## src/rtl/draw_pkg.sv

```systemverilog
// Shared types and constants for the VGA layer-composition datapath.
package draw_pkg;

  typedef logic [7:0] rgb_t;

  localparam int   DEF_NUM_LAYERS  = 4;
  localparam rgb_t TRANSPARENT_RGB = 8'hFF;

  typedef enum logic [1:0] {
    IDLE      = 2'd0,
    FLASH_ON  = 2'd1,
    FLASH_OFF = 2'd2
  } flash_state_t;

endpackage

```

## src/rtl/layer_flash_fsm.sv

```systemverilog
// Frame-synchronous background flash sequencer: ON/OFF alternation for
// FLASH_FRAMES frames, with requests held pending until the FSM is idle.
module layer_flash_fsm
  import draw_pkg::*;
#(
  parameter int FLASH_FRAMES = 8
) (
  input  logic clk,
  input  logic resetN,
  input  logic startOfFrame,
  input  logic flashReq,
  output logic flashOn,
  output logic flashActive
);

  flash_state_t state_q, state_d;
  logic [7:0]   frame_cnt_q, frame_cnt_d;
  logic         pending_q, pending_d;
  logic         active_q;

  // NOTE: sequential state uses non-blocking assignments so every register
  // samples the pre-edge values, independent of process evaluation order.
  always_ff @(posedge clk or negedge resetN) begin
    if (!resetN) begin
      state_q     <= IDLE;
      frame_cnt_q <= 8'd0;
      pending_q   <= 1'b0;
      active_q    <= 1'b0;
    end else begin
      state_q     <= state_d;
      frame_cnt_q <= frame_cnt_d;
      pending_q   <= pending_d;
      active_q    <= (state_d != IDLE);
    end
  end

  // NOTE: every signal driven here gets a default first so no path leaves it
  // unassigned, which would otherwise infer a latch.
  always_comb begin
    state_d     = state_q;
    frame_cnt_d = frame_cnt_q;
    pending_d   = pending_q | flashReq;
    unique case (state_q)
      IDLE: begin
        if (startOfFrame && (pending_q || flashReq)) begin
          state_d     = FLASH_ON;
          frame_cnt_d = 8'd0;
          pending_d   = 1'b0;
        end
      end
      FLASH_ON, FLASH_OFF: begin
        if (startOfFrame) begin
          if (frame_cnt_q == 8'(FLASH_FRAMES - 1)) begin
            state_d = IDLE;
          end else begin
            frame_cnt_d = frame_cnt_q + 8'd1;
            state_d     = (state_q == FLASH_ON) ? FLASH_OFF : FLASH_ON;
          end
        end
      end
      default: state_d = IDLE;
    endcase
  end

  always_comb begin
    flashOn     = (state_q == FLASH_ON);
    flashActive = active_q;
  end

endmodule

```

## src/rtl/draw_layer_arbiter.sv

```systemverilog
// Per-pixel priority mux of object layers over the background, with
// frame-latched layer enables and a registered output toward the VGA stage.
module draw_layer_arbiter
  import draw_pkg::*;
#(
  parameter int   NUM_LAYERS      = DEF_NUM_LAYERS,
  parameter int   FLASH_FRAMES    = 8,
  parameter rgb_t FLASH_RGB       = 8'hE0,
  parameter rgb_t TRANSPARENT_RGB = draw_pkg::TRANSPARENT_RGB
) (
  input  logic                  clk,
  input  logic                  resetN,
  input  logic                  startOfFrame,
  input  logic [NUM_LAYERS-1:0] layerDR,
  input  rgb_t [NUM_LAYERS-1:0] layerRGB,
  input  logic [NUM_LAYERS-1:0] layerEnable,
  input  rgb_t                  BG_RGB,
  input  logic                  flashReq,
  output rgb_t                  RGBOut,
  output logic [2:0]            winnerLayer,
  output logic                  flashActive
);

  logic [NUM_LAYERS-1:0] enable_q;
  logic                  flash_on;
  logic [2:0]            win_idx;
  rgb_t                  win_rgb;

  layer_flash_fsm #(
    .FLASH_FRAMES(FLASH_FRAMES)
  ) u_flash_fsm (
    .clk         (clk),
    .resetN      (resetN),
    .startOfFrame(startOfFrame),
    .flashReq    (flashReq),
    .flashOn     (flash_on),
    .flashActive (flashActive)
  );

  // Scan from lowest priority upward so the lowest requesting index wins.
  always_comb begin
    win_idx = 3'(NUM_LAYERS);
    win_rgb = flash_on ? FLASH_RGB : BG_RGB;
    for (int i = NUM_LAYERS - 1; i >= 0; i--) begin
      if (layerDR[i] && enable_q[i] && (layerRGB[i] != TRANSPARENT_RGB)) begin
        win_idx = 3'(i);
        win_rgb = layerRGB[i];
      end
    end
  end

  // Enables only move at the frame boundary so a layer never tears mid-frame.
  always_ff @(posedge clk or negedge resetN) begin
    if (!resetN) begin
      enable_q    <= '1;
      RGBOut      <= 8'h00;
      winnerLayer <= 3'(NUM_LAYERS);
    end else begin
      if (startOfFrame) enable_q <= layerEnable;
      RGBOut      <= win_rgb;
      winnerLayer <= win_idx;
    end
  end

endmodule
```

## config.mk

```make
export PLATFORM = sky130hd
export DESIGN_NAME = draw_layer_arbiter
export DESIGN_NICKNAME = d
export VERILOG_FILES = /design/src/rtl/draw_pkg.sv /design/src/rtl/layer_flash_fsm.sv /design/src/rtl/draw_layer_arbiter.sv
export SDC_FILE = /design/constraint.sdc
export NUM_CORES = 1
export LEC_CHECK = 0
export BUFFER_PORTS_ARGS = -buffer_cell sky130_fd_sc_hd__buf_2
export CORE_MARGIN = 3
export CORE_UTILIZATION = 51
export DETAILED_ROUTE_END_ITERATION = 12
export GPL_ROUTABILITY_DRIVEN = 0
export HOLD_SLACK_MARGIN = 0.12
export PLACE_DENSITY = 0.84
export RECOVER_POWER = 25
export SLEW_MARGIN = 40
export SYNTH_ARGS = -nofsm -noshare
export SYNTH_HDL_FRONTEND = slang
export SYNTH_SLANG_ARGS = --single-unit
```

## constraint.sdc

```tcl
create_clock -name clk -period 3 [get_ports clk]
set_input_delay 0.15 -clock clk [delete_from_list [all_inputs] [get_ports clk]]
set_output_delay 0.15 -clock clk [all_outputs]
set_load 0.005 [all_outputs]
```

==> flow_metrics.env <==
export IMPL_outcome="completed"
export IMPL_drc=0
export IMPL_via_per_inst=5.85
export IMPL_layout_common_cells="62 x buf_2, 22 x dfrtp_1, 20 x nand2_1, 15 x dlygate4sd3_1, 9 x a21oi_1"
export IMPL_numClockSinks=27
export IMPL_fin_setup_tns_ns=0
export IMPL_synth_yosys_warnings=0
export IMPL_worst_slew_pin_slew_ns=1.34
export IMPL_power_density_nw_per_um2=613
export IMPL_vias=1603
export IMPL_period_share_pct=75.8
export IMPL_wire_per_inst_um=14.6
export IMPL_whs_path_depth=3
export IMPL_ant_nets=0
export IMPL_clockRootBuffer="clkbuf_4"
export IMPL_portBuffers=63
export IMPL_end_kind="flip-flop"
export IMPL_fin_crit_ns=2.27
export IMPL_synth_seq_cells=27
export IMPL_clkTransAtPathRegs_ns=0.13
export IMPL_fp_dieArea_um2=3770
export IMPL_report_final_setup_viol=0
export IMPL_cp_slowest_stage_delay_ns=0.53
export IMPL_grt_antenna_before_repair=0
export IMPL_cp_start_kind="flip-flop"
export IMPL_drt_total_wl_um=4010
export IMPL_ir_worst_vdd_mv=0.255
export IMPL_firstDrtPassIters=4
export IMPL_areaGrowthSynthToFinish_pct=32.3
export IMPL_grt_pass1_wl_um=6390
export IMPL_ys_types=38
export IMPL_grt_max_degree=28
export IMPL_maxSlewHeadroom_pct=10.4
export IMPL_drt_initial_drc_count=143
export IMPL_first_global_vias=1478
export IMPL_path_cells="inv_1 -> ha_1 -> nor2_1 -> a2bb2oi_2 -> nand3b_4 -> or4_1 -> a21oi_1"
export IMPL_htreeDepth=1
export IMPL_slew_violations=0
export IMPL_clk_latency_ns=0.31
export IMPL_finalPower_mw=1.27
export IMPL_syn_nets=221
export IMPL_syn_area_um2=1570
export IMPL_path_class="reg -> reg"
export IMPL_die_x_um=61.4
export IMPL_drv_cap=0
export IMPL_core_area_um2=2830
export IMPL_rrSetupSlack_ns=0.73
export IMPL_grt_total_usage_pct=22.5
export IMPL_worstReg2RegStart="u_flash_fsm.state_q[0]"
export IMPL_tritoncts="built"
export IMPL_final_common_cell="buf_2"
export IMPL_initial_utilization_pct=55.3
export IMPL_clk_path_buf_depth=2
export IMPL_top_level_ports=64
export IMPL_hold_slack_ns=0.128
export IMPL_hold_start="BG_RGB[1]"
export IMPL_dieHeight_um=61.4
export IMPL_cp_arrival_ns=2.53
export IMPL_utilization_pct=73.2
export IMPL_tritoncts_num_buffers=3
export IMPL_worst_clock_skew_ns=0.00205
export IMPL_crit_required_ns=3.25
export IMPL_slowest_stage="or4_1"
export IMPL_syn_inst=165
export IMPL_hold_viol_final=0
export IMPL_rsz0062_at_grt="false"
export IMPL_drive_above_1_share_pct=33.7
export IMPL_cts_resized=0
export IMPL_insertedDiodeCount=0
export IMPL_row_count=19
export IMPL_cts_setup_buffers=0
export IMPL_nets=300
export IMPL_reg2reg_depth=7
export IMPL_seq_area_frac_synth_pct=43.6
export IMPL_grt_ovfl_total=0
export IMPL_hold_path_class="in -> reg"
export IMPL_p_leak_nw=0.998
export IMPL_cp_max_fo=12
export IMPL_fmax_ghz=0.440
export IMPL_startpoint="u_flash_fsm.state_q[0]"
export IMPL_syn_avg_cell_area_um2=9.49
export IMPL_place_hpwl_um=3130
==> cell type report <==
class | count | area [um^2]
Multi-Input combinational cell | 130 | 841
Clock buffer | 4 | 26.3
Fill cell | 229 | 758
Inverter | 3 | 11.3
Timing Repair Buffer | 79 | 472
Sequential cell | 27 | 682
Tap cell | 31 | 38.8
==> state kept, by name (all words and copies together), names as in the netlist <==
name                     count
RGBOut                       8
u_flash_fsm.frame_cnt_q      8
enable_q                     4
winnerLayer                  3
u_flash_fsm.state_q          2
u_flash_fsm.flashActive      1
u_flash_fsm.pending_q        1
==> synthesized netlist by cell type <==
master | instances | share of area (%)
or4_4 | 1 | 0.72
or2_2 | 2 | 0.80
mux2_2 | 4 | 2.9
o21ai_1 | 8 | 2.6
o22ai_1 | 3 | 1.2
nand4_1 | 7 | 2.8
a21oi_1 | 9 | 2.9
buf_2 | 1 | 0.32
nor2_1 | 7 | 1.7
a211oi_1 | 5 | 2.4
o31ai_1 | 2 | 0.96
o21a_1 | 2 | 0.96
nor4_1 | 1 | 0.40
a32o_2 | 1 | 0.72
nor3_1 | 1 | 0.32
and2_1 | 1 | 0.40
clkbuf_1 | 3 | 0.72
a21o_1 | 5 | 2.4
and3_1 | 6 | 2.4
mux2_1 | 1 | 0.72
o211a_1 | 3 | 1.9
and2_4 | 1 | 0.56
or4_1 | 4 | 1.9
nand3_1 | 6 | 1.9
a2bb2oi_2 | 1 | 0.96
or3_1 | 5 | 2.0
o211ai_1 | 6 | 2.9
and4_1 | 2 | 1.1
inv_1 | 3 | 0.72
dfstp_2 | 5 | 8.4
o21bai_1 | 1 | 0.48
a31oi_1 | 4 | 1.6
o21ai_0 | 6 | 1.9
nand2_1 | 20 | 4.8
dfrtp_1 | 22 | 35
ha_1 | 4 | 3.2
nand3b_4 | 1 | 1.3
buf_8 | 1 | 0.96
==> worst max-delay path, delay by kind of cell (launching register included) <==
kind            cells  cell delay (ns)
flops               1             0.42
compound gates      2             0.44
fa+ha+maj           1             0.38
simple gates        3             0.92
buf+inv             1             0.06
==> routing by layer <==
| layer | GRT usage, % | vias up | routed length (um) |
|---|---|---|---|
| li1 | - | 791 | - |
| met2 | 36.9 | 69 | 2000 |
| met3 | 3.56 | 12 | 236 |
| met4 | 10.0 | 0 | 90 |
| met5 | 0 | - | 0 |
| met1 | 29.4 | 731 | 1690 |
==> repair_timing <==
item	4_1_cts	5_1_grt
hold buffers	14	1
endpoints found under the hold margin	35	1
endpoints found under the setup margin	0	0
==> report_power, final <==
| part | total [mW] | leakage [nW] | switching, mW | internal [mW] |
|---|---|---|---|---|
| sequential | 0.515 | 0.326 | 0.0571 | 0.458 |
| combinational | 0.606 | 0.657 | 0.331 | 0.275 |
| clock | 0.147 | 0.0150 | 0.0953 | 0.0520 |
| total | 1.27 | 0.998 | 0.484 | 0.785 |
==> per-stage QoR <==
stage	area (um^2)	instances	worst slack, ns
after floorplan	1570	165	0.972
after global placement	1900	255	0.854
after detailed placement	1900	255	0.767
after CTS	2060	273	0.731
after global routing	2070	274	0.586
final	2070	274	0.726
==> final timing paths <==
check	to
worst min-delay path	RGBOut[1]
worst max-delay path	u_flash_fsm.frame_cnt_q[7]
min in group asynchronous	u_flash_fsm.frame_cnt_q[7]
max in group asynchronous	RGBOut[6]
worst max register to register	u_flash_fsm.frame_cnt_q[7]
worst min register to register	u_flash_fsm.frame_cnt_q[0]
==> logic make-up after synthesis <==
family / count (synthesis) / share of synthesized area (%)
compound gates: 56 / 23.8
fa+ha+maj: 4 / 3.20
buf+inv: 8 / 2.72
flops: 27 / 43.6
mux: 5 / 3.60
simple gates: 65 / 23.1
(Power assumes the default switching activity.)
